===== src/rtl/mem_acc_pkg.sv =====
// Shared encodings for the memory access unit (sizes, memory port codes, FSM states).
// MEM_ACC_MISALIGN_CHK_EN adds the error state used by misalignment checking.
package mem_acc_pkg;

  localparam logic [1:0] SizeByte = 2'b00;
  localparam logic [1:0] SizeHalf = 2'b01;
  localparam logic [1:0] SizeWord = 2'b10;
  localparam logic [1:0] SizeRsvd = 2'b11;

  localparam logic [1:0] MemIdle  = 2'b00;
  localparam logic [1:0] MemWrite = 2'b01;
  localparam logic [1:0] MemRead  = 2'b10;

  typedef enum logic [2:0] {
    StIdle,
    StRd,
    StWr,
    StRmwRd,
    StRmwWr
`ifdef MEM_ACC_MISALIGN_CHK_EN
    , StErr
`endif
  } state_e;

  // Copies store data into every lane so the lane mask alone selects the target bytes.
  function automatic logic [31:0] lane_replicate(input logic [1:0] size, input logic [31:0] wdata);
    case (size)
      SizeByte: return {4{wdata[7:0]}};
      SizeHalf: return {2{wdata[15:0]}};
      default:  return wdata;
    endcase
  endfunction

endpackage


===== src/rtl/mem_load_align.sv =====
// Extracts and extends the addressed byte/half of a memory word, and reports the lane
// mask of that byte/half for merging sub-word stores.
module mem_load_align
  import mem_acc_pkg::*;
(
  input  logic [31:0] word_i,
  input  logic [1:0]  size_i,
  input  logic [1:0]  offset_i,
  input  logic        unsigned_i,
  output logic [31:0] data_o,
  output logic [31:0] lane_mask_o
);

  logic [7:0]  lane_b;
  logic [15:0] lane_h;

  always_comb begin
    lane_b      = word_i[{offset_i, 3'b000} +: 8];
    lane_h      = word_i[{offset_i[1], 4'b0000} +: 16];
    data_o      = word_i;
    lane_mask_o = 32'hffff_ffff;
    case (size_i)
      SizeByte: begin
        data_o      = {{24{lane_b[7] & ~unsigned_i}}, lane_b};
        lane_mask_o = 32'h0000_00ff << {offset_i, 3'b000};
      end
      SizeHalf: begin
        data_o      = {{16{lane_h[15] & ~unsigned_i}}, lane_h};
        lane_mask_o = 32'h0000_ffff << {offset_i[1], 4'b0000};
      end
      default: ;
    endcase
  end

endmodule


===== src/rtl/mem_access_unit.sv =====
// Load/store unit between the EX/MEM latch and a single-port synchronous data memory.
// Define MEM_ACC_MISALIGN_CHK_EN to report misaligned accesses instead of aligning them.
module mem_access_unit
  import mem_acc_pkg::*;
#(
  parameter int unsigned ADDR_W = 32
) (
  input  logic              clk,
  input  logic              rst,
  input  logic              debug_on,
  input  logic              req_valid,
  output logic              req_ready,
  input  logic              req_store,
  input  logic [1:0]        req_size,
  input  logic              req_unsigned,
  input  logic [ADDR_W-1:0] req_addr,
  input  logic [31:0]       req_wdata,
  output logic              resp_valid,
  output logic [31:0]       resp_rdata,
  output logic              misalign_err,
  output logic              stall,
  output logic [1:0]        mem_rw,
  output logic [ADDR_W-1:0] mem_addr,
  output logic [31:0]       mem_wdata,
  input  logic [31:0]       mem_rdata
);

  state_e            state_q;
  logic [1:0]        size_q;
  logic [1:0]        offset_q;
  logic              unsigned_q;
  logic [31:0]       wdata_q;
  logic              resp_valid_q;
  logic [31:0]       resp_rdata_q;
  logic              misalign_q;
  logic [1:0]        mem_rw_q;
  logic [ADDR_W-1:0] mem_addr_q;
  logic [31:0]       mem_wdata_q;

  logic        accept;
  logic [1:0]  offset_in;
  logic [31:0] load_data;
  logic [31:0] lane_mask;

  assign req_ready    = (state_q == StIdle) && !debug_on;
  assign accept       = req_valid && req_ready;
  // The accept cycle holds the pipeline too, so stall covers the whole access latency.
  assign stall        = accept || (state_q != StIdle);
  assign resp_valid   = resp_valid_q;
  assign resp_rdata   = resp_rdata_q;
  assign misalign_err = misalign_q;
  assign mem_rw       = mem_rw_q;
  assign mem_addr     = mem_addr_q;
  assign mem_wdata    = mem_wdata_q;

`ifdef MEM_ACC_MISALIGN_CHK_EN
  logic misaligned;

  assign offset_in = req_addr[1:0];

  always_comb begin
    case (req_size)
      SizeByte: misaligned = 1'b0;
      SizeHalf: misaligned = req_addr[0];
      default:  misaligned = |req_addr[1:0];
    endcase
  end
`else
  // Without checking, the unaligned low address bits are simply dropped.
  always_comb begin
    case (req_size)
      SizeByte: offset_in = req_addr[1:0];
      SizeHalf: offset_in = {req_addr[1], 1'b0};
      default:  offset_in = 2'b00;
    endcase
  end
`endif

  mem_load_align u_align (
    .word_i      (mem_rdata),
    .size_i      (size_q),
    .offset_i    (offset_q),
    .unsigned_i  (unsigned_q),
    .data_o      (load_data),
    .lane_mask_o (lane_mask)
  );

  always_ff @(posedge clk) begin
    if (rst) begin
      state_q      <= StIdle;
      size_q       <= SizeByte;
      offset_q     <= 2'b00;
      unsigned_q   <= 1'b0;
      wdata_q      <= '0;
      resp_valid_q <= 1'b0;
      resp_rdata_q <= '0;
      misalign_q   <= 1'b0;
      mem_rw_q     <= MemIdle;
      mem_addr_q   <= '0;
      mem_wdata_q  <= '0;
    end else begin
      resp_valid_q <= 1'b0;
      resp_rdata_q <= '0;
      misalign_q   <= 1'b0;
      unique case (state_q)
        StIdle: begin
          if (accept) begin
            size_q     <= req_size;
            offset_q   <= offset_in;
            unsigned_q <= req_unsigned;
            wdata_q    <= req_wdata;
            mem_addr_q <= {2'b00, req_addr[ADDR_W-1:2]};
`ifdef MEM_ACC_MISALIGN_CHK_EN
            // Errors respond straight from the accept edge; ERR only holds off new requests.
            if (misaligned) begin
              state_q      <= StErr;
              resp_valid_q <= 1'b1;
              misalign_q   <= 1'b1;
            end else
`endif
            if (!req_store) begin
              state_q  <= StRd;
              mem_rw_q <= MemRead;
            end else if (req_size inside {SizeWord, SizeRsvd}) begin
              state_q     <= StWr;
              mem_rw_q    <= MemWrite;
              mem_wdata_q <= req_wdata;
            end else begin
              state_q  <= StRmwRd;
              mem_rw_q <= MemRead;
            end
          end
        end
        StRd: begin
          state_q      <= StIdle;
          mem_rw_q     <= MemIdle;
          resp_valid_q <= 1'b1;
          resp_rdata_q <= load_data;
        end
        StRmwRd: begin
          state_q     <= StRmwWr;
          mem_rw_q    <= MemWrite;
          mem_wdata_q <= (mem_rdata & ~lane_mask) | (lane_replicate(size_q, wdata_q) & lane_mask);
        end
        StWr, StRmwWr: begin
          state_q      <= StIdle;
          mem_rw_q     <= MemIdle;
          resp_valid_q <= 1'b1;
        end
`ifdef MEM_ACC_MISALIGN_CHK_EN
        StErr: state_q <= StIdle;
`endif
        default: begin
          state_q  <= StIdle;
          mem_rw_q <= MemIdle;
        end
      endcase
    end
  end

endmodule


===== config.mk =====
export PLATFORM = sky130hd
export DESIGN_NAME = mem_access_unit
export DESIGN_NICKNAME = d
export VERILOG_FILES = /design/src/rtl/mem_acc_pkg.sv /design/src/rtl/mem_load_align.sv /design/src/rtl/mem_access_unit.sv
export SDC_FILE = /design/constraint.sdc
export NUM_CORES = 1
export LEC_CHECK = 0
export ABC_CLOCK_PERIOD_IN_PS = 5190
export CORE_ASPECT_RATIO = 0.7
export CORE_MARGIN = 4
export CORE_UTILIZATION = 30
export CTS_BUF_LIST = sky130_fd_sc_hd__clkbuf_4 sky130_fd_sc_hd__clkbuf_8
export DETAILED_ROUTE_END_ITERATION = 10
export HOLD_SLACK_MARGIN = 0.15
export PLACE_DENSITY = 0.54
export SYNTH_ARGS = -nofsm -noshare
export SYNTH_HDL_FRONTEND = slang
export SYNTH_SLANG_ARGS = --single-unit

===== constraint.sdc =====
create_clock -name clk -period 5.19 [get_ports clk]
set_clock_uncertainty 0.1 [all_clocks]
set_input_delay 1.038 -clock clk [delete_from_list [all_inputs] [get_ports clk]]
set_output_delay 1.038 -clock clk [all_outputs]
set_load 0.01 [all_outputs]

==> impl_metrics.ini <==
[outcome]
outcome = completed

[sta]
hold_viol = 0
slew_headroom = 0.3447
fmax_mhz = 288.4
fin_setup_tns_ns = 0
maxSlewViolCount = 0
worst_pin_slew_ns = 0.9794
rsz0062_at_grt = false
final-setup-viol-count = 0
min_period_ns = 3.468
fin_crit_sh = 0.6681

[placement]
placed_area_sq_um = 7964
placed_cells = 1087
io_buffers = 202
dp_hpwl_mm = 15.24
gp_congestion = 0.8455

[clocking]
insertion_delay_ns = 0.44
cts_tree = done
hold_buffers = 0
clock_path_buffers = 2
clock_sink_count = 136
cts_htree_levels = 4
clk_pin_slew_worst_paths_ns = 0.07
cts_buffers = 17
ctsResizeCount = 0
cts_root_buf = clkbuf_8
cts_setup_buffers = 0

[setup_path]
reg2regPathDepth = 3
r2r_slack_ns = 2.61
crit_fanout = 4
cp-start-kind = input pin
arrival_ns = 2.33
end_kind = output pin
reg2reg_to = resp_rdata[30]
critPathKind = in -> out
worst_ep_required_time_ns = 4.05
r2r_start = state_q[0]

[floorplanning]
die_h_um = 124.4
die_area_sq_um = 21670
ios = 206
start_util = 0.3060
rows = 42
die_x_um = 174.3
core_area_sq_um = 18970

[power]
fin_total_pwr_w = 0.002239
power_density_nw_per_um2 = 268.9
ir_drop_mv = 0.1255
p_leak_nw = 3.272

[global_route]
grt_remaining_overflow = 0
grt_pass1_vias = 5357
track_usage = 0.1867
grt_pass1_wl_mm = 31.68
grt_max_degree = 91
antenna_found_initial = 1

[final_layout]
stdcell_area_sq_um = 8325
drive_above_1_share = 0.08314
fin_nets = 946
layout.cells.non_filler = 1118
area_delta_synth_final_pct = 43.44
final_util = 0.4389
diodes = 0
fill_cells = 1860

[routing]
drt-pass1-iter-count = 7
wl_per_cell_um = 18.69
avgViaCountPerCell = 4.937
num_vias = 5520
ant_nets = 0
drt_wl_total_mm = 20.89
drc = 0
drt_first_iter_violations = 445

[min_path]
min_path_type = reg -> reg
min_path_cells = 2
min-delay-start = wdata_q[19]
min_delay_worst_endpoint = wdata_q[19]

[synth]
async_flop_share = 0
yosys_warnings = 0
synth_top_flop_cell = dfxtp_1
synth_cells = 669
synth.yosys.seq_area_share = 0.4691
syn_area_per_cell_sq_um = 8.676
synth_area_sq_um = 5804
ys_ff_latch = 136
synth-edff-count = 0
ys_types = 46

[flow_run]
maxCapViolCount = 0
==> state kept, by name, indices dropped and copies added (netlist names) <==
signal      flops
mem_addr       30
unsigned_q      1
resp_valid      1
mem_wdata      32
offset_q        2
resp_rdata     32
wdata_q        32
state_q         3
mem_rw          1
size_q          2
==> critical path, cell delays in order <==
cell	delay, ns
clkdlybuf4s50_1	0.42
nand2b_1	0.23
nand2_1	0.10
clkdlybuf4s50_1	0.54
==> cell type report <==
| class | instances | area, sq um | area share |
|---|---|---|---|
| well taps | 264 | 330.3 | 0.03968 |
| clock inverters | 8 | 45.04 | 0.005410 |
| inverters | 4 | 15.01 | 0.001803 |
| flip-flops and latches | 136 | 2723 | 0.3270 |
| multi-input cells | 472 | 2811 | 0.3377 |
| repair buffers | 211 | 2085 | 0.2504 |
| clock buffers | 23 | 316.6 | 0.03802 |
==> synthesized netlist by cell type, types with 9 or more instances <==
| cell | number | area, sq um |
|---|---|---|
| a211oi_1 | 10 | 75.07 |
| a21o_1 | 17 | 127.6 |
| a21oi_1 | 83 | 415.4 |
| a31oi_1 | 9 | 56.30 |
| clkbuf_1 | 38 | 142.6 |
| dfxtp_1 | 136 | 2723 |
| mux2_2 | 23 | 259.0 |
| mux2i_1 | 41 | 410.4 |
| nand2_1 | 174 | 653.1 |
| nor2_1 | 14 | 52.55 |
| o21ai_0 | 10 | 50.05 |
| o22ai_1 | 16 | 100.1 |
==> logic make-up (layout without fill, tap and decap cells) <==
logic type | after synthesis | after routing | synth area share
AO/OA/AOI/OAI | 190 | 190 | 0.2100
AND/OR/NAND/NOR | 213 | 213 | 0.1500
buffers and inverters | 63 | 246 | 0.04958
flip-flops | 136 | 136 | 0.4691
other | 1 | 3 | 0.0006461
XOR/XNOR | 1 | 1 | 0.001509
multiplexers | 65 | 65 | 0.1192
==> metal layers <==
| layer | global-route usage | part of all wire |
|---|---|---|
| met2 | 0.2615 | 0.41 |
| met5 | 0 | 0.00034 |
| met3 | 0.06189 | 0.078 |
| met4 | 0.03909 | 0.0099 |
| met1 | 0.2773 | 0.50 |
==> worst max path at each step <==
stage	startpoint	end
after detailed placement	debug_on	stall
after global placement	debug_on	stall
after floorplan	rst	resp_rdata[22]
final	debug_on	stall
after CTS	debug_on	stall
after global routing	debug_on	stall
==> layout by cell type (no fill, tap or decap), types with 2 or more instances in the layout <==
cell | synthesis | layout
o21ai_0 | 10 | 10
mux2i_1 | 41 | 41
clkbuf_8 | 0 | 23
nor3_1 | 3 | 3
clkinvlp_4 | 0 | 2
conb_1 | 1 | 3
buf_4 | 4 | 9
a21oi_1 | 83 | 83
o31ai_1 | 8 | 8
clkinv_2 | 0 | 6
nor2b_1 | 3 | 3
a21o_1 | 17 | 17
and2_1 | 2 | 2
inv_1 | 4 | 4
a31oi_1 | 9 | 9
dfxtp_1 | 136 | 136
nand3b_1 | 3 | 3
nand2_1 | 174 | 174
a221oi_1 | 8 | 8
nand2b_1 | 5 | 4
a22oi_1 | 7 | 7
a211oi_1 | 10 | 10
nand3_1 | 2 | 2
o22ai_1 | 16 | 16
mux2_2 | 23 | 23
nor2_1 | 14 | 13
a21boi_0 | 8 | 8
clkdlybuf4s50_1 | 0 | 201
a222oi_1 | 7 | 7
==> through the flow <==
stage / hold slack, ns / worst slack [ns]
3_3_place_gp: 0.3426 / 1.739
4_1_cts: 0.3575 / 1.724
5_1_grt: 0.3746 / 1.616
6_report: 0.3545 / 1.722
3_5_place_dp: 0.3460 / 1.733
2_1_floorplan: 0.3329 / 2.549
==> power by group <==
| part | leakage [nW] | switching (W) | internal, W |
|---|---|---|---|
| registers | 1.10 | 0.0000281 | 0.00108 |
| logic | 1.98 | 0.000161 | 0.000167 |
| clock network | 0.189 | 0.000405 | 0.000399 |
Note: power is estimated with default switching activity, not from simulation.
